**config.mk**
```make
export PLATFORM = sky130hd
export DESIGN_NAME = cache_mem_arbiter
export DESIGN_NICKNAME = d
export VERILOG_FILES = /design/src/rtl/cache_mem_arbiter.sv
export SDC_FILE = /design/constraint.sdc
export NUM_CORES = 1
export LEC_CHECK = 0
export BUFFER_PORTS_ARGS = -buffer_cell sky130_fd_sc_hd__buf_2
export CELL_PAD_IN_SITES_DETAIL_PLACEMENT = 2
export CELL_PAD_IN_SITES_GLOBAL_PLACEMENT = 2
export CORE_ASPECT_RATIO = 2
export CORE_UTILIZATION = 14
export CTS_BUF_LIST = sky130_fd_sc_hd__clkbuf_4 sky130_fd_sc_hd__clkbuf_8 sky130_fd_sc_hd__clkbuf_16
export CTS_CLUSTER_DIAMETER = 120
export DETAILED_ROUTE_END_ITERATION = 10
export PLACE_DENSITY_LB_ADDON = 0.12
export SYNTH_ARGS = -nofsm -noshare
export SYNTH_HDL_FRONTEND = slang
export SYNTH_SLANG_ARGS = --single-unit
```
**constraint.sdc**
```tcl
create_clock -name CLK -period 1.55 [get_ports CLK]
set_clock_uncertainty 0.15 [all_clocks]
set_input_delay 0.0775 -clock CLK [delete_from_list [all_inputs] [get_ports CLK]]
set_output_delay 0.0775 -clock CLK [all_outputs]
set_load 0.005 [all_outputs]
```
**src/rtl/cache_mem_arbiter.sv**
```systemverilog
// cache_mem_arbiter
//
// Shares one external memory command/data port between the I-cache refill
// path and the D-cache refill/write-back path. It accepts one burst at a
// time and arbitrates round-robin when both sides ask at once. It then
// issues the memory command, streams write-back data, and routes read beats
// back to the requester that owns the burst.
//
// Ports:
//   CLK, reset_n           clock (rising edge), async active-low reset
//   ic_req_*               I-side refill request (always a read)
//   ic_resp_*              I-side read beats, last flag on the final beat
//   dc_req_*               D-side request, dc_req_rnw = 1 read / 0 write-back
//   dc_wdata*              D-side write-back beat stream
//   dc_resp_*              D-side read beats, last flag on the final beat
//   mem_cmd_*              burst command to the memory controller
//   mem_wdata*             write beats to the memory controller
//   mem_rdata*             read beats from the memory controller (no stall)
//   busy                   a burst is in progress
//   owner                  current or most recent grant, 0 = I, 1 = D

module cache_mem_arbiter #(
  parameter int ADDR_W = 32,
  parameter int DATA_W = 32,
  parameter int BEATS  = 4
) (
  input  logic              CLK,
  input  logic              reset_n,
  input  logic              ic_req_valid,
  input  logic [ADDR_W-1:0] ic_req_addr,
  output logic              ic_req_ready,
  output logic              ic_resp_valid,
  output logic [DATA_W-1:0] ic_resp_data,
  output logic              ic_resp_last,
  input  logic              dc_req_valid,
  input  logic              dc_req_rnw,
  input  logic [ADDR_W-1:0] dc_req_addr,
  output logic              dc_req_ready,
  input  logic [DATA_W-1:0] dc_wdata,
  input  logic              dc_wdata_valid,
  output logic              dc_wdata_ready,
  output logic              dc_resp_valid,
  output logic [DATA_W-1:0] dc_resp_data,
  output logic              dc_resp_last,
  output logic              mem_cmd_valid,
  input  logic              mem_cmd_ready,
  output logic              mem_cmd_rnw,
  output logic [ADDR_W-1:0] mem_cmd_addr,
  output logic              mem_wdata_valid,
  input  logic              mem_wdata_ready,
  output logic [DATA_W-1:0] mem_wdata,
  input  logic              mem_rdata_valid,
  input  logic [DATA_W-1:0] mem_rdata,
  output logic              busy,
  output logic              owner
);

  localparam int CNT_W = $clog2(BEATS);
  localparam int OFF_W = $clog2(BEATS * DATA_W / 8);

  typedef enum logic [1:0] {IDLE, CMD, WR, RD} state_t;

  state_t            state_q, state_d;
  logic [CNT_W-1:0]  cnt_q, cnt_d;
  logic [ADDR_W-1:0] addr_q, addr_d;
  logic              rnw_q, rnw_d;
  // owner_q doubles as the round-robin "last owner": both are updated on
  // every grant and both reset to 0, so one flop carries both meanings.
  logic              owner_q, owner_d;

  logic              grant_any;
  logic              grant_dc;
  logic              wr_xfer;
  logic              rd_beat;
  logic              last_cnt;
  logic [ADDR_W-1:0] sel_addr;

  // Grant logic. A tie goes to the side that did not win last time; with
  // owner_q reset to 0 the D-side wins the first tie. Readiness is masked
  // while reset is held so nothing is accepted during reset.
  always_comb begin
    grant_any = reset_n && (state_q == IDLE) && (ic_req_valid || dc_req_valid);
    grant_dc  = dc_req_valid && (!ic_req_valid || !owner_q);
    sel_addr  = grant_dc ? dc_req_addr : ic_req_addr;
    wr_xfer   = (state_q == WR) && dc_wdata_valid && mem_wdata_ready;
    rd_beat   = (state_q == RD) && mem_rdata_valid;
    last_cnt  = (cnt_q == CNT_W'(BEATS - 1));
  end

  // Next-state logic. The beat counter is cleared on every exit to IDLE, so
  // it never wraps inside a burst.
  always_comb begin
    state_d = state_q;
    cnt_d   = cnt_q;
    addr_d  = addr_q;
    rnw_d   = rnw_q;
    owner_d = owner_q;
    case (state_q)
      IDLE: begin
        if (grant_any) begin
          addr_d  = {sel_addr[ADDR_W-1:OFF_W], {OFF_W{1'b0}}};
          rnw_d   = grant_dc ? dc_req_rnw : 1'b1;
          owner_d = grant_dc;
          state_d = CMD;
        end
      end
      CMD: begin
        if (mem_cmd_ready) begin
          cnt_d   = '0;
          state_d = rnw_q ? RD : WR;
        end
      end
      WR: begin
        if (wr_xfer) begin
          if (last_cnt) begin
            cnt_d   = '0;
            state_d = IDLE;
          end else begin
            cnt_d = cnt_q + CNT_W'(1);
          end
        end
      end
      RD: begin
        if (rd_beat) begin
          if (last_cnt) begin
            cnt_d   = '0;
            state_d = IDLE;
          end else begin
            cnt_d = cnt_q + CNT_W'(1);
          end
        end
      end
      default: state_d = IDLE;
    endcase
  end

  always_ff @(posedge CLK or negedge reset_n) begin
    if (!reset_n) begin
      state_q <= IDLE;
      cnt_q   <= '0;
      addr_q  <= '0;
      rnw_q   <= 1'b0;
      owner_q <= 1'b0;
    end else begin
      state_q <= state_d;
      cnt_q   <= cnt_d;
      addr_q  <= addr_d;
      rnw_q   <= rnw_d;
      owner_q <= owner_d;
    end
  end

  // Outputs decode straight from registered state. Data outputs are zeroed
  // outside their phase so everything reads 0 while reset is held.
  always_comb begin
    ic_req_ready    = grant_any && !grant_dc;
    dc_req_ready    = grant_any && grant_dc;
    mem_cmd_valid   = (state_q == CMD);
    mem_cmd_rnw     = rnw_q;
    mem_cmd_addr    = addr_q;
    mem_wdata_valid = (state_q == WR) && dc_wdata_valid;
    dc_wdata_ready  = (state_q == WR) && mem_wdata_ready;
    mem_wdata       = (state_q == WR) ? dc_wdata : '0;
    ic_resp_valid   = rd_beat && !owner_q;
    dc_resp_valid   = rd_beat && owner_q;
    ic_resp_data    = (rd_beat && !owner_q) ? mem_rdata : '0;
    dc_resp_data    = (rd_beat && owner_q) ? mem_rdata : '0;
    ic_resp_last    = rd_beat && !owner_q && last_cnt;
    dc_resp_last    = rd_beat && owner_q && last_cnt;
    busy            = (state_q != IDLE);
    owner           = owner_q;
  end

endmodule
```
; After elaboration in Yosys (flattened, before gate mapping)
; Cells that the tools add are included.
[totals]
out_inout_bits = 140
regBits = 34
wordCells = 55
[op_classes]
eq_ne = 8
reduce_logical = 24
muxes = 17
n_addsub = 1
[op_table]
columns = op, count
row1 = two-way mux 32 bit, 4
row2 = two-way mux 2 bit, 9
row3 = logical AND 1 bit, 13
row4 = case mux 2 bit (4 select lines), 1
row5 = AND reduction 4 bit, 2
row6 = "== test 2 bit, second input constant", 3
row7 = "!= test 2 bit, second input constant", 3
row8 = case mux 2 bit (3 select lines), 1
row9 = logical NOT 1 bit, 3
row10 = nonzero test 3 bit, 1
row11 = "adder 2 x 1 -> 2 bit, second input constant", 1
row12 = "== test 2 x 1 -> 1 bit, second input constant", 1
row13 = logical NOT 2 bit, 1
row14 = logical OR 1 bit, 2
row15 = two-way mux 1 bit, 2
row16 = "!= test 2 x 1 -> 1 bit, second input constant", 1
row17 = AND reduction 2 bit, 1
row18 = nonzero test 2 bit, 1

; Depth between registers and ports, before layout
; Gate-level depths: netlist of the first run.
[logic_depth]
ltp_word = 5
mapped_depth = 6
depth_no_buf = 3

; Worst setup path after synthesis of the first run
; OpenSTA, ideal clock, no wires.
[synth_timing]
path_type = register to register
from = register state_q[0]
to = register addr_q[26], in the netlist mem_cmd_addr[26]
t_required_ns = 1.274
arrival_time_ns = 1.287
setup_slack_ns = -0.013
setup_time_ns = 0.126
n_path_buf = 3
path_stages_with_launch = 7
synth_period_minus_slack_ns = 1.563
path_cell_list = dfrtp_1 -> buf_6 -> nor3b_2 -> o21ai_1 -> buf_4 -> buf_6 -> a221o_1
[synth_between]
elab_chain_len = 4
[synth_lines]
columns = element, line_no
row1 = from (decl), 63  ; state_t state_q, state_d;
row2 = from (signal assigned), 145  ; state_q <= state_d;
row3 = logical NOT 2 bit *, "82, 98"
row4 = logical AND 1 bit (2 in series), 82  ; grant_any = reset_n && (state_q == IDLE) && (ic_req_valid || dc_req_valid);
row5 = AND reduction 2 bit (no line) *, --
row6 = to (signal assigned), 147  ; addr_q <= addr_d;
row7 = to (decl), 65  ; logic [ADDR_W-1:0] addr_q, addr_d;
; Every way passes the cells marked *; elsewhere a longest branch is shown, timed or not.
; A chain may end at the register's enable or synchronous reset.

; Worst setup path after layout of the first run
[layout_timing]
from = register state_q[0]
to = output port ic_resp_data[4]
[layout_between]
elab_chain_len = 4
[layout_lines]
columns = element, line_no
row1 = == test 2 bit, 86  ; rd_beat = (state_q == RD) && mem_rdata_valid;
row2 = logical AND 1 bit, 86
row3 = logical AND 1 bit, 166  ; ic_resp_data = (rd_beat && !owner_q) ? mem_rdata : '0;
row4 = two-way mux 32 bit, 166
row5 = to (decl), 33  ; output logic [DATA_W-1:0] ic_resp_data,
; No other way between the ends.

==> results.txt, run 1 <==
----------------------------------------------------
[Cells and area]
  Area taken by multi-input logic gates ... between 1500 and 2000 um^2
  Share of cells above drive strength 1 ... 72.2%
  Area taken by flip-flops and latches ... approximately 850 um^2
  Number of inserted filler cells in the final layout ... approximately 2000
  Count of inserted antenna diode cells ... 0
  Post-synthesis to final-layout area growth ... 142%
  Nets@finish ... ~760

[Synth]
  Ranking of synthesized cells by area ... sky130_fd_sc_hd__dfrtp_1 (34%), sky130_fd_sc_hd__and2_1 (25%), sky130_fd_sc_hd__a221o_2 (7.3%)
  Share of flip-flops with an asynchronous set or reset ... 100%
  Number of flops mapped to enable cells by yosys ... 0
  Register area share after synthesis ... approximately 34%
  Post-synth top area cell ... sky130_fd_sc_hd__dfrtp_1
  Area fraction of the dominant cell type after synthesis ... roughly 34%
  Number of different library cells in the post-synthesis netlist ... 32
  Most common flop cell mapped by yosys ... sky130_fd_sc_hd__dfrtp_1
  Total standard cell area after synthesis ... between 2000 and 2500 um^2
  Post-synthesis average cell area ... around 8.8 um^2
  Post-synthesis instance total ... 283
  #FFs+latches synth ... 34
  YS warnings ... 0

[Setup path]
  FF-to-FF setup slack ... -0.21 ns
  Critical path fanouts, max ... 6
  Highest cell delay on the worst timing path ... roughly 0.44 ns
  Start-to-end type of the worst setup path ... reg2out
  Worst r2r dst ... mem_cmd_addr[20]$_DFFE_PN0P_
  R2R depth ... 6
  Crit path max-delay cell type ... sky130_fd_sc_hd__dfrtp_2
  Ordered cell list for the critical path ... buf_6 > nand3_4 > nor2_4 > buf_12 > buf_4 > and2_1 > buf_2
  Crit. Startpoint ... state_q[0]$_DFFE_PN0P_
  Arrival time at the worst endpoint ... between 1.5 and 2 ns
  Critical path destination ... ic_resp_data[4]
  Setup crit start kind ... register
  Worst setup EP type ... primary output
  Startpoint of the lowest-slack register-to-register path ... state_q[1]$_DFFE_PN0P_
  Worst endpoint required time ... between 1 and 1.5 ns

[STA]
  Final period demand of the worst path ... 1.82 ns
  Final number of setup-violating endpoints ... 135
  Worst-case setup margin in the final layout ... -0.267 ns
  Maximum achievable frequency ... between 0.5 and 0.6 GHz
  Max Slew Vio Count ... 0
  Summed negative setup slack over all endpoints ... -28.14 ns
  Unrepaired setup endpoints after global routing ... yes
  Final Hold Violating Endpoints ... 0
  Share of the clock period used by the worst path after layout ... 117%

[Pwr]
  P per Cell Area ... 1210 nW/um^2
  Total leakage power ... 3.06 nW
  Maximum vdd drop ... ~0.45 mV

[Clock network]
  Clock tree from TritonCTS ... done
  H-tree depth reported by CTS ... 2
  Worst-Skew Late Latency ... 0.29 ns
  CTS root buf ... sky130_fd_sc_hd__clkbuf_16
  CTS Buffer Depth ... 2
  CTS buffer count ... 5
  Clock edge transition at the registers on the reported setup and hold paths ... roughly 0.06 ns
  Total number of clock tree sinks ... 34

[Floorplanning]
  Number of placement rows ... just under 70
  Die area ... about 18000 um^2
  Number of primary I/O pins ... 277
  Initial core utilization ... 14.4%
  Die outline width ... 96.2 um
  Die height ... 190 um
  Core area ... 17300 um^2

[Placement]
  Port Buffers ... 264
  Worst setup slack before clock tree synthesis ... -0.0804 ns
  Final weighted congestion in routability-driven placement ... between 0.6 and 0.7
  HPWL Detailed ... between 10 and 15 mm

[Global routing]
  Global route total overflow ... 0
  Number of antenna violations at the first check in global routing ... 0
  Overall routing resource usage ... between 10% and 20%
  Vias in the first global route ... approximately 3700
  Pin count of the biggest net entering global routing ... 30
  Wire length of the first global-routing pass ... a little over 20 mm

[Status]
  Failing checks ... setup timing
  Status ... finished with violations

[Hold path]
  Worst hold-check path type ... in2reg

[Route]
  1st-iter DRT viols ... 43
  Antenna Violating Nets Remaining ... 0
  DRC Markers ... 0
  Pre-Repair DR Iteration Count ... 4
  Vias after detailed routing ... 3538
  Vias per cell ... between 4 and 5
  Average detailed-routed wire length per instance ... 19.4 um
  Sum of routed wire length over all layers ... around 16 mm

[Run]
  Number of max-capacitance violations reported ... 0

----------------------------------------------------
==> final cells by class <==
class                   instances  share of cell area, %
repair buffers                358                   48.4
multi-input cells             219                   30.4
flip-flops and latches         34                   14.2
well taps                     210                   4.37
clock buffers                   7                   2.43
inverters                       3                  0.187
clock inverters                 1                 0.0832
==> logic make-up after synthesis <==
group	synth area share [%]
flops	34.3
buf+inv	7.81
simple gates	42.2
other cells	0.151
compound gates	14.3
mux	0.806
fa+ha+maj	0.504
==> Yosys cell counts, types with 3 or more instances <==
library cell / instances
sky130_fd_sc_hd__dfrtp_1: 34
sky130_fd_sc_hd__and2_1: 100
sky130_fd_sc_hd__inv_1: 3
sky130_fd_sc_hd__clkbuf_1: 11
sky130_fd_sc_hd__a221o_1: 12
sky130_fd_sc_hd__a221o_2: 16
sky130_fd_sc_hd__nor3_1: 20
sky130_fd_sc_hd__nor3_2: 8
sky130_fd_sc_hd__nand2_1: 31
sky130_fd_sc_hd__buf_4: 6
sky130_fd_sc_hd__buf_2: 8
sky130_fd_sc_hd__a21oi_1: 3
sky130_fd_sc_hd__buf_6: 5
==> per-layer routing <==
layer / global-route usage (%) / wire [um]
met1: 12.4 / 4430
met2: 32.4 / 10000
met3: 3.15 / 1260
met4: 5.22 / 431
met5: 0 / 0
==> through the flow <==
| step | instance area (um^2) | hold slack [ns] | std cells | power, mW | util [%] |
|---|---|---|---|---|---|
| after global placement | 4180 | -0.115 | 754 | 4.64 | 24.2 |
| final | 6010 | 0.0332 | 832 | 7.29 | 34.8 |
| after CTS | 5230 | 0.00661 | 807 | 6.66 | 30.3 |
| after detailed placement | 4180 | -0.118 | 754 | 4.73 | 24.2 |
| after floorplan | 2500 | -0.368 | 286 | 3.03 | - |
| after global routing | 6010 | 0.0615 | 832 | 7.77 | 34.8 |
==> sequential cells by signal, indices dropped and copies added, names as in the netlist <==
name          flops
cnt_q             2
owner             1
mem_cmd_addr     28
mem_cmd_rnw       1
state_q           2
==> report_power, final <==
group          leakage [nW]  total, mW  internal (mW)  switching [mW]
Sequential            0.416       1.59           1.30           0.283
Combinational          2.56       4.64           2.74            1.90
Clock                0.0773       1.06          0.655           0.405
Total                  3.06       7.29           4.70            2.59
==> critical path: cells and delay by family (launching register included) <==
family | cells | cell delay, ns
buffers and inverters | 4 | 0.50
DFF | 1 | 0.44
and+or+nand+nor | 3 | 0.36
==> worst min path at each step <==
stage / start / endpoint / slack [ns] / cells past startpoint
2_1_floorplan: reset_n / cnt_q[0]$_DFFE_PN0P_ / -0.37 / 0
3_3_place_gp: reset_n / state_q[1]$_DFFE_PN0P_ / -0.12 / 2
3_5_place_dp: reset_n / state_q[1]$_DFFE_PN0P_ / -0.12 / 2
4_1_cts: ic_req_addr[20] / mem_cmd_addr[20]$_DFFE_PN0P_ / 0.007 / 4
5_1_grt: ic_req_addr[24] / mem_cmd_addr[24]$_DFFE_PN0P_ / 0.06 / 4
6_report: ic_req_addr[20] / mem_cmd_addr[20]$_DFFE_PN0P_ / 0.03 / 4
==> cells in the final DEF, fill, tap and decap left out, types with 2 or more instances in the layout <==
cell type and n:
sky130_fd_sc_hd__a21oi_1 3, sky130_fd_sc_hd__buf_4 19, sky130_fd_sc_hd__buf_12 11, sky130_fd_sc_hd__conb_1 4, sky130_fd_sc_hd__and2_1 46, sky130_fd_sc_hd__a221o_1 12, sky130_fd_sc_hd__mux2i_1 2, sky130_fd_sc_hd__nor2_1 2
sky130_fd_sc_hd__a221o_2 16, sky130_fd_sc_hd__nor3_2 16, sky130_fd_sc_hd__o21ai_0 2, sky130_fd_sc_hd__nand2_1 30, sky130_fd_sc_hd__clkbuf_16 14, sky130_fd_sc_hd__buf_2 207, sky130_fd_sc_hd__buf_8 8, sky130_fd_sc_hd__dlygate4sd3_1 32
sky130_fd_sc_hd__nor3b_4 2, sky130_fd_sc_hd__inv_1 3, sky130_fd_sc_hd__nor2_4 3, sky130_fd_sc_hd__nor3_4 12, sky130_fd_sc_hd__and2_4 54, sky130_fd_sc_hd__dfrtp_1 32, sky130_fd_sc_hd__dfrtp_2 2, sky130_fd_sc_hd__buf_16 2
sky130_fd_sc_hd__buf_6 70
==> repair_timing <==
item,CTS,global route
hold buffers,32,0
pin swaps,33,52
endpoints found under the hold margin,64,0
endpoints found under the setup margin,134,137
gates resized for setup,91,109
gates cloned,6,15
setup buffers,7,14
(Power assumes the default switching activity.)
==> run 2, diff against run 1 <==
--- a/config.mk
+++ b/config.mk
@@ -5,15 +5,17 @@
 export SDC_FILE = /design/constraint.sdc
 export NUM_CORES = 1
 export LEC_CHECK = 0
+export ABC_AREA = 1
 export BUFFER_PORTS_ARGS = -buffer_cell sky130_fd_sc_hd__buf_2
 export CELL_PAD_IN_SITES_DETAIL_PLACEMENT = 2
 export CELL_PAD_IN_SITES_GLOBAL_PLACEMENT = 2
 export CORE_ASPECT_RATIO = 2
-export CORE_UTILIZATION = 14
+export CORE_UTILIZATION = 16
 export CTS_BUF_LIST = sky130_fd_sc_hd__clkbuf_4 sky130_fd_sc_hd__clkbuf_8 sky130_fd_sc_hd__clkbuf_16
 export CTS_CLUSTER_DIAMETER = 120
 export DETAILED_ROUTE_END_ITERATION = 10
 export PLACE_DENSITY_LB_ADDON = 0.12
+export RECOVER_POWER = 50
 export SYNTH_ARGS = -nofsm -noshare
 export SYNTH_HDL_FRONTEND = slang
 export SYNTH_SLANG_ARGS = --single-unit
==> constraint.sdc (replaced) <==
create_clock -name CLK -period 2.2 [get_ports CLK]
set_clock_uncertainty 0.15 [all_clocks]
set_input_delay 0.11 -clock CLK [delete_from_list [all_inputs] [get_ports CLK]]
set_output_delay 0.11 -clock CLK [all_outputs]
set_load 0.005 [all_outputs]
==> results.txt, run 2 <==
----------------------------------------------------
[Status]
  Status ... complete, no violations

[Synth]
  Post-synthesis instance total ... between 400 and 500
  YS warnings ... 0
  Main combinational cell family by area after synthesis ... simple AND/OR/NAND/NOR gates
  #FFs+latches synth ... 34
  Area fraction of the dominant cell type after synthesis ... between 30% and 40%
  XOR/XNOR Fraction of Synth Area ... 0%
  Number of flops mapped to enable cells by yosys ... 0
  Compound-Gate Fraction of Synth Area ... approximately 6.6%
  Share of synthesized cell area in and, or, nand and nor gates ... 37.9%
  Ranking of synthesized cells by area ... sky130_fd_sc_hd__dfrtp_1 (33%), sky130_fd_sc_hd__nand2_1 (18%), sky130_fd_sc_hd__nor2_1 (15%)
  Post-synth top area cell ... sky130_fd_sc_hd__dfrtp_1
  Most common flop cell mapped by yosys ... sky130_fd_sc_hd__dfrtp_1
  Synth top cells by count ... sky130_fd_sc_hd__nand2_1 (127), sky130_fd_sc_hd__nor2_1 (103), sky130_fd_sc_hd__inv_1 (100)
  Post-synthesis average cell area ... 5.83 um^2
  Register area share after synthesis ... between 30 and 40%
  Number of different library cells in the post-synthesis netlist ... 22
  Share of flip-flops with an asynchronous set or reset ... 100%
  Total standard cell area after synthesis ... 2610 um^2
  Mux cell area share after synthesis ... 0%
  Adder-Cell Fraction of Synth Area ... less than 1%
  Most frequent cell after synthesis ... sky130_fd_sc_hd__nand2_1

[STA]
  WHS ... 0.00543 ns
  Unrepaired setup endpoints after global routing ... no
  Share of the clock period used by the worst path after layout ... about 91%
  Max Slew Vio Count ... 0
  Final number of setup-violating endpoints ... 0
  Slew at the pin closest to its max-slew limit ... ~0.79 ns
  Max-slew headroom ... 47.4%
  Final period demand of the worst path ... 1.99 ns
  Summed negative setup slack over all endpoints ... 0 ns
  Maximum achievable frequency ... approximately 0.50 GHz
  Final Hold Violating Endpoints ... 0

[Route]
  Vias after detailed routing ... 3573
  1st-iter DRT viols ... 52
  Average detailed-routed wire length per instance ... about 14 um
  DRC Markers ... 0
  Pre-Repair DR Iteration Count ... 4
  Vias per cell ... 3.96
  Antenna Violating Nets Remaining ... 0
  Sum of routed wire length over all layers ... ~13 mm

[Setup path]
  Highest cell delay on the worst timing path ... just under 0.5 ns
  FF-to-FF setup slack ... roughly 0.27 ns
  Crit path max-delay cell type ... sky130_fd_sc_hd__dfrtp_1
  Worst setup EP type ... primary output
  Worst r2r dst ... cnt_q[1]$_DFFE_PN0P_
  Critical path fanouts, max ... 33
  Start-to-end type of the worst setup path ... reg2out
  R2R depth ... 7
  Worst endpoint required time ... about 1.9 ns
  Ordered cell list for the critical path ... nand3_2 > nor2_2 > inv_2 > nor2_1 > buf_2
  Startpoint of the lowest-slack register-to-register path ... state_q[0]$_DFFE_PN0P_
  Setup crit start kind ... register
  Arrival time at the worst endpoint ... around 1.7 ns

[Clock network]
  CTS root buf ... sky130_fd_sc_hd__clkbuf_16
  Clock tree from TritonCTS ... done
  H-tree depth reported by CTS ... 2
  Worst-Skew Late Latency ... roughly 0.27 ns
  CTS Buffer Depth ... 2
  Total number of clock tree sinks ... 34
  Clock edge transition at the registers on the reported setup and hold paths ... about 0.05 ns
  CTS buffer count ... 5

[Hold path]
  Hold Path Depth ... 5
  Worst hold-check path type ... in2reg
  Beginning of the worst hold path ... dc_req_addr[26]
  WHS Endpoint ... mem_cmd_addr[26]$_DFFE_PN0P_

[Cells and area]
  Leading cell type in the layout, fill and taps excluded ... sky130_fd_sc_hd__buf_2
  Highest-count cells in the layout ignoring fill and taps ... sky130_fd_sc_hd__buf_2 (232), sky130_fd_sc_hd__nand2_1 (127), sky130_fd_sc_hd__nor2_1 (102), sky130_fd_sc_hd__inv_1 (101), sky130_fd_sc_hd__dfrtp_1 (33)
  Share of cells above drive strength 1 ... between 30% and 40%
  Number of inserted filler cells in the final layout ... about 2100
  Count of inserted antenna diode cells ... 0
  Post-synthesis to final-layout area growth ... 60.0%
  Finished Cell Area ... 4170 um^2
  Nets@finish ... about 840
  Max reg flops ... 28

[Placement]
  Instance area after placement ... roughly 4000 um^2
  Port Buffers ... 264
  Final weighted congestion in routability-driven placement ... between 0.7 and 0.8
  HPWL Detailed ... 10.8 mm

[Floorplanning]
  Initial core utilization ... ~16%
  Number of placement rows ... 65
  Die outline width ... slightly above 90 um
  Number of primary I/O pins ... 277
  Core area ... roughly 16000 um^2
  Die height ... 183 um
  Die area ... 16800 um^2

[Pwr]
  Maximum vdd drop ... between 0.4 and 0.5 mV
  P per Cell Area ... 823 nW/um^2
  Total power ... ~3.4 mW
  Total leakage power ... ~2.9 nW

[Run]
  Number of max-capacitance violations reported ... 0

[Global routing]
  Pin count of the biggest net entering global routing ... 43
  Number of antenna violations at the first check in global routing ... 0
  Vias in the first global route ... 3847
  Overall routing resource usage ... between 10 and 15%
  Wire length of the first global-routing pass ... 19.5 mm
  Global route total overflow ... 0

----------------------------------------------------
-- run 2: cell types whose count changed after synthesis, moves of 10 or more --
cell / before / now
sky130_fd_sc_hd__inv_1: 3 / 100
sky130_fd_sc_hd__nand2_1: 31 / 127
sky130_fd_sc_hd__a221o_2: 16 / 0
sky130_fd_sc_hd__a221o_1: 12 / 0
sky130_fd_sc_hd__clkbuf_1: 11 / 0
sky130_fd_sc_hd__nor2_1: 2 / 103
sky130_fd_sc_hd__o21ai_1: 1 / 11
sky130_fd_sc_hd__nor3_1: 20 / 1
sky130_fd_sc_hd__and2_1: 100 / 0
sky130_fd_sc_hd__o21ai_0: 2 / 19
-- run 2: logic make-up after synthesis --
group | count (synthesis)
simple gates | 248
buf+inv | 130
flops | 34
compound gates | 33
fa+ha+maj | 1
other cells | 1
-- run 2: layer usage --
layer  vias to the layer above  global-route usage, %  part of all wire [%]  wire, um
li1                       1761                      -                     -         -
met1                      1628                   13.0                    33      4130
met2                       174                   31.1                    57      7190
met3                        10                   3.58                   8.3      1040
met4                         0                   4.56                   1.6       204
met5                         -                      0                     0         0
-- run 2: report_power, final --
group	switching (mW)	total [mW]	internal (mW)	leakage, nW
combinational	0.991	1.62	0.624	2.35
sequential	0.197	1.10	0.906	0.426
clock	0.253	0.714	0.461	0.0773
total	1.44	3.43	1.99	2.85
-- run 2: worst max-delay path by stage --
stage	startpoint	end	slack [ns]
2_1_floorplan	owner$_DFFE_PN0P_	mem_cmd_addr[17]$_DFFE_PN0P_	0.87
3_3_place_gp	state_q[1]$_DFFE_PN0P_	dc_resp_data[13]	0.29
3_5_place_dp	state_q[1]$_DFFE_PN0P_	dc_resp_data[13]	0.24
4_1_cts	state_q[1]$_DFFE_PN0P_	dc_resp_data[12]	0.02
5_1_grt	state_q[0]$_DFFE_PN0P_	dc_resp_data[12]	0.04
6_report	state_q[0]$_DFFE_PN0P_	dc_resp_data[12]	0.21
-- run 2: cell type report --
| cell class | count | area, um^2 | area share, % |
|---|---|---|---|
| inverter | 104 | 390 | 9.36 |
| clock inverter | 1 | 5.00 | 0.120 |
| sequential | 34 | 852 | 20.4 |
| tap | 201 | 251 | 6.03 |
| timing repair buffer | 270 | 1330 | 31.9 |
| multi-input combinational | 286 | 1190 | 28.6 |
| clock buffer | 7 | 146 | 3.51 |
-- run 2: repair_timing --
item / 4_1_cts / 5_1_grt
hold buffers: 3 / 0
gates resized for setup: 1 / 1
cloned: 0 / 0
endpoints found under the hold margin: 36 / 0
setup buffers: 0 / 0
endpoints found under the setup margin: 1 / 5
-- run 2: per-stage QoR --
step / utilization [%] / instances / worst slack [ns]
6_report: 26.3 / 903 / 0.208
2_1_floorplan: - / 450 / 0.871
3_5_place_dp: 25.5 / 892 / 0.237
4_1_cts: 26.7 / 903 / 0.0165
3_3_place_gp: 25.5 / 892 / 0.292
5_1_grt: 26.3 / 903 / 0.0404
-- run 2: worst max-delay path: cells and delay by family, from the launching register on --
kind,cells,cell delay (ns)
and+or+nand+nor,3,0.57
DFF,1,0.49
buffers and inverters,2,0.39
==> run 3, diff against run 2 <==
--- a/config.mk
+++ b/config.mk
@@ -7,10 +7,10 @@
 export LEC_CHECK = 0
 export ABC_AREA = 1
 export BUFFER_PORTS_ARGS = -buffer_cell sky130_fd_sc_hd__buf_2
-export CELL_PAD_IN_SITES_DETAIL_PLACEMENT = 2
-export CELL_PAD_IN_SITES_GLOBAL_PLACEMENT = 2
+export CELL_PAD_IN_SITES_DETAIL_PLACEMENT = 0
+export CELL_PAD_IN_SITES_GLOBAL_PLACEMENT = 1
 export CORE_ASPECT_RATIO = 2
-export CORE_UTILIZATION = 16
+export CORE_UTILIZATION = 22
 export CTS_BUF_LIST = sky130_fd_sc_hd__clkbuf_4 sky130_fd_sc_hd__clkbuf_8 sky130_fd_sc_hd__clkbuf_16
 export CTS_CLUSTER_DIAMETER = 120
 export DETAILED_ROUTE_END_ITERATION = 10
==> results.txt, run 3 (synthesis results as in run 2) <==
----------------------------------------------------
[Placement]
  HPWL Detailed ... 7.71 mm
  Instance area after placement ... around 4000 um^2
  Port Buffers ... 264
  Final weighted congestion in routability-driven placement ... around 0.71

[Hold path]
  Worst hold-check path type ... in2reg

[Setup path]
  Start-to-end type of the worst setup path ... reg2reg
  Worst setup EP type ... register
  Top Family by Delay on Critical Path ... simple AND/OR/NAND/NOR gates
  Critical path fanouts, max ... 35
  Crit path max-delay cell type ... sky130_fd_sc_hd__dfrtp_1
  Arrival time at the worst endpoint ... between 1.5 and 2 ns
  Ordered cell list for the critical path ... inv_2 > nand2_2 > nor2_2 > nor2_1 > nand2_1 > nand2_1 > nand2_1
  Crit path top cell by count ... sky130_fd_sc_hd__nand2_1
  Setup crit start kind ... register
  Total buffers and inverters traversed by the critical path ... 1
  Worst endpoint required time ... 2.22 ns
  Highest cell delay on the worst timing path ... slightly below 0.5 ns

[Route]
  Vias after detailed routing ... ~3400
  Vias per cell ... approximately 3.9
  Sum of routed wire length over all layers ... 9.50 mm
  Antenna Violating Nets Remaining ... 0
  DRC Markers ... 0
  Pre-Repair DR Iteration Count ... 4
  Average detailed-routed wire length per instance ... 11.1 um
  1st-iter DRT viols ... a little under 100

[Clock network]
  Worst-Skew Late Latency ... 0.28 ns
  Post-CTS setup buffer count ... 0
  CTS buffer count ... 5
  CTS Buffer Depth ... 2
  CTS root buf ... sky130_fd_sc_hd__clkbuf_16
  Total number of clock tree sinks ... 34
  Clock tree from TritonCTS ... done
  Clock edge transition at the registers on the reported setup and hold paths ... 0.05 ns
  H-tree depth reported by CTS ... 2

[Floorplanning]
  Die height ... around 160 um
  Die area ... ~12000 um^2
  Initial core utilization ... 22.8%
  Core area ... approximately 11000 um^2
  Die outline width ... between 70 and 80 um
  Number of primary I/O pins ... between 200 and 300
  Number of placement rows ... 55

[Global routing]
  Wire length of the first global-routing pass ... roughly 14 mm
  Pin count of the biggest net entering global routing ... 44
  Number of antenna violations at the first check in global routing ... 1
  Global route total overflow ... 0
  Vias in the first global route ... about 3000
  Met1 demand-to-capacity share in global routing ... approximately 13%
  M3 GR Usage ... about 3.5%
  Overall routing resource usage ... about 15%
  Most Crowded Layer GR ... met2
  Met2 Use GR ... a little under a third

[Pwr]
  Total internal power ... approximately 2.0 mW
  Part of the total power dissipated in combinational logic ... between 40% and 50%
  P per Cell Area ... a little over 800 nW/um^2
  Sequential fraction of design power ... 32.3%
  Net Sw Power ... approximately 1.4 mW
  Switching fraction of total power ... 40.4%
  Total leakage power ... between 2 and 3 nW
  Clock network fraction of design power ... a little over a fifth
  Maximum vdd drop ... 0.531 mV
  Total power ... 3.40 mW

[STA]
  Unrepaired setup endpoints after global routing ... no
  Slew at the pin closest to its max-slew limit ... between 0.7 and 0.8 ns
  Final Hold Violating Endpoints ... 1
  Final period demand of the worst path ... approximately 2.0 ns
  Max Slew Vio Count ... 0
  Summed negative setup slack over all endpoints ... 0 ns
  Final number of setup-violating endpoints ... 0
  WHS ... -0.00464 ns
  Maximum achievable frequency ... slightly above 0.5 GHz
  Max-slew headroom ... 48.9%
  Share of the clock period used by the worst path after layout ... 88.7%

[Cells and area]
  Nets@finish ... 848
  Post-synthesis to final-layout area growth ... 61.2%
  Finished Cell Area ... 4200 um^2
  Share of cells above drive strength 1 ... a little under two fifths
  Max reg flops ... 28
  Highest-count cells in the layout ignoring fill and taps ... sky130_fd_sc_hd__buf_2 (235), sky130_fd_sc_hd__nand2_1 (127), sky130_fd_sc_hd__nor2_1 (104), sky130_fd_sc_hd__inv_1 (100), sky130_fd_sc_hd__dfrtp_1 (34)
  Leading cell type in the layout, fill and taps excluded ... sky130_fd_sc_hd__buf_2
  Number of inserted filler cells in the final layout ... ~1300
  Final cell utilization of the core ... between 30% and 40%
  Area taken by flip-flops and latches ... around 850 um^2
  Area taken by multi-input logic gates ... roughly 1200 um^2

[Status]
  Failing checks ... hold timing
  Status ... finished with violations

[Run]
  Number of max-capacitance violations reported ... 0

----------------------------------------------------
[run 3: cell types whose count changed in the layout (fill, tap and decap cells not counted), sizes merged]
cell	previous run	this run
clkbuf	39	36
dlygate4sd3	3	12
diode	0	1
buf	235	238
[run 3: per-layer routing]
metal  vias to the layer above  wire (um)  share of wire (%)
li1                       1778          -                  -
met5                         -          0                  0
met1                      1398       3130                 33
met4                         0        198                2.1
met2                       174       5330                 56
met3                        12        840                8.8
[run 3: power groups by stage]
stage               registers [mW]  logic [mW]  clock network [mW]
global placement              1.10        1.67                   0
floorplan                     1.09       0.929                   0
detailed placement            1.10        1.68                   0
finish                        1.10        1.59               0.713
global route                  1.14        1.83               0.764
CTS                           1.10        1.71               0.740
[run 3: path summary, 6_finish.rpt]
path,start,end,slack (ns),cells past startpoint
worst max-delay path,state_q[0]$_DFFE_PN0P_,cnt_q[1]$_DFFE_PN0P_,0.25,7
worst min-delay path,dc_req_rnw,mem_cmd_rnw$_DFFE_PN0P_,-0.005,3
worst max register to register,state_q[0]$_DFFE_PN0P_,cnt_q[1]$_DFFE_PN0P_,0.25,7
worst min register to register,mem_cmd_addr[11]$_DFFE_PN0P_,mem_cmd_addr[11]$_DFFE_PN0P_,0.33,2
max in group asynchronous,reset_n,mem_cmd_addr[11]$_DFFE_PN0P_,0.85,3
min in group asynchronous,reset_n,state_q[1]$_DFFE_PN0P_,0.07,2
[run 3: through the flow]
stage	cells	setup WS, ns
CTS	853	0.163
global route	854	0.0486
detailed placement	833	0.503
finish	854	0.249
floorplan	450	0.871
global placement	833	0.524
[run 3: layout make-up]
| type | instances | area share (%) |
|---|---|---|
| Clock inverter | 1 | 0.119 |
| Clock buffer | 7 | 3.48 |
| Multi-Input combinational cell | 286 | 28.2 |
| Timing Repair Buffer | 279 | 34.3 |
| Inverter | 104 | 9.35 |
| Antenna cell | 1 | 0.0595 |
| Sequential cell | 34 | 20.2 |
| Tap cell | 142 | 4.23 |
[run 3: repair_timing]
item | 4_1_cts | 5_1_grt
gates resized for setup | 0 | 3
endpoints found under the setup margin | 0 | 4
hold endpoints to repair | 41 | 0
hold buffers | 12 | 0
[run 3: tightest hold or removal path, stage by stage]
cell                      delay [ns]
sky130_fd_sc_hd__buf_2          0.08
sky130_fd_sc_hd__nor2_1         0.03
sky130_fd_sc_hd__o21ai_0        0.16
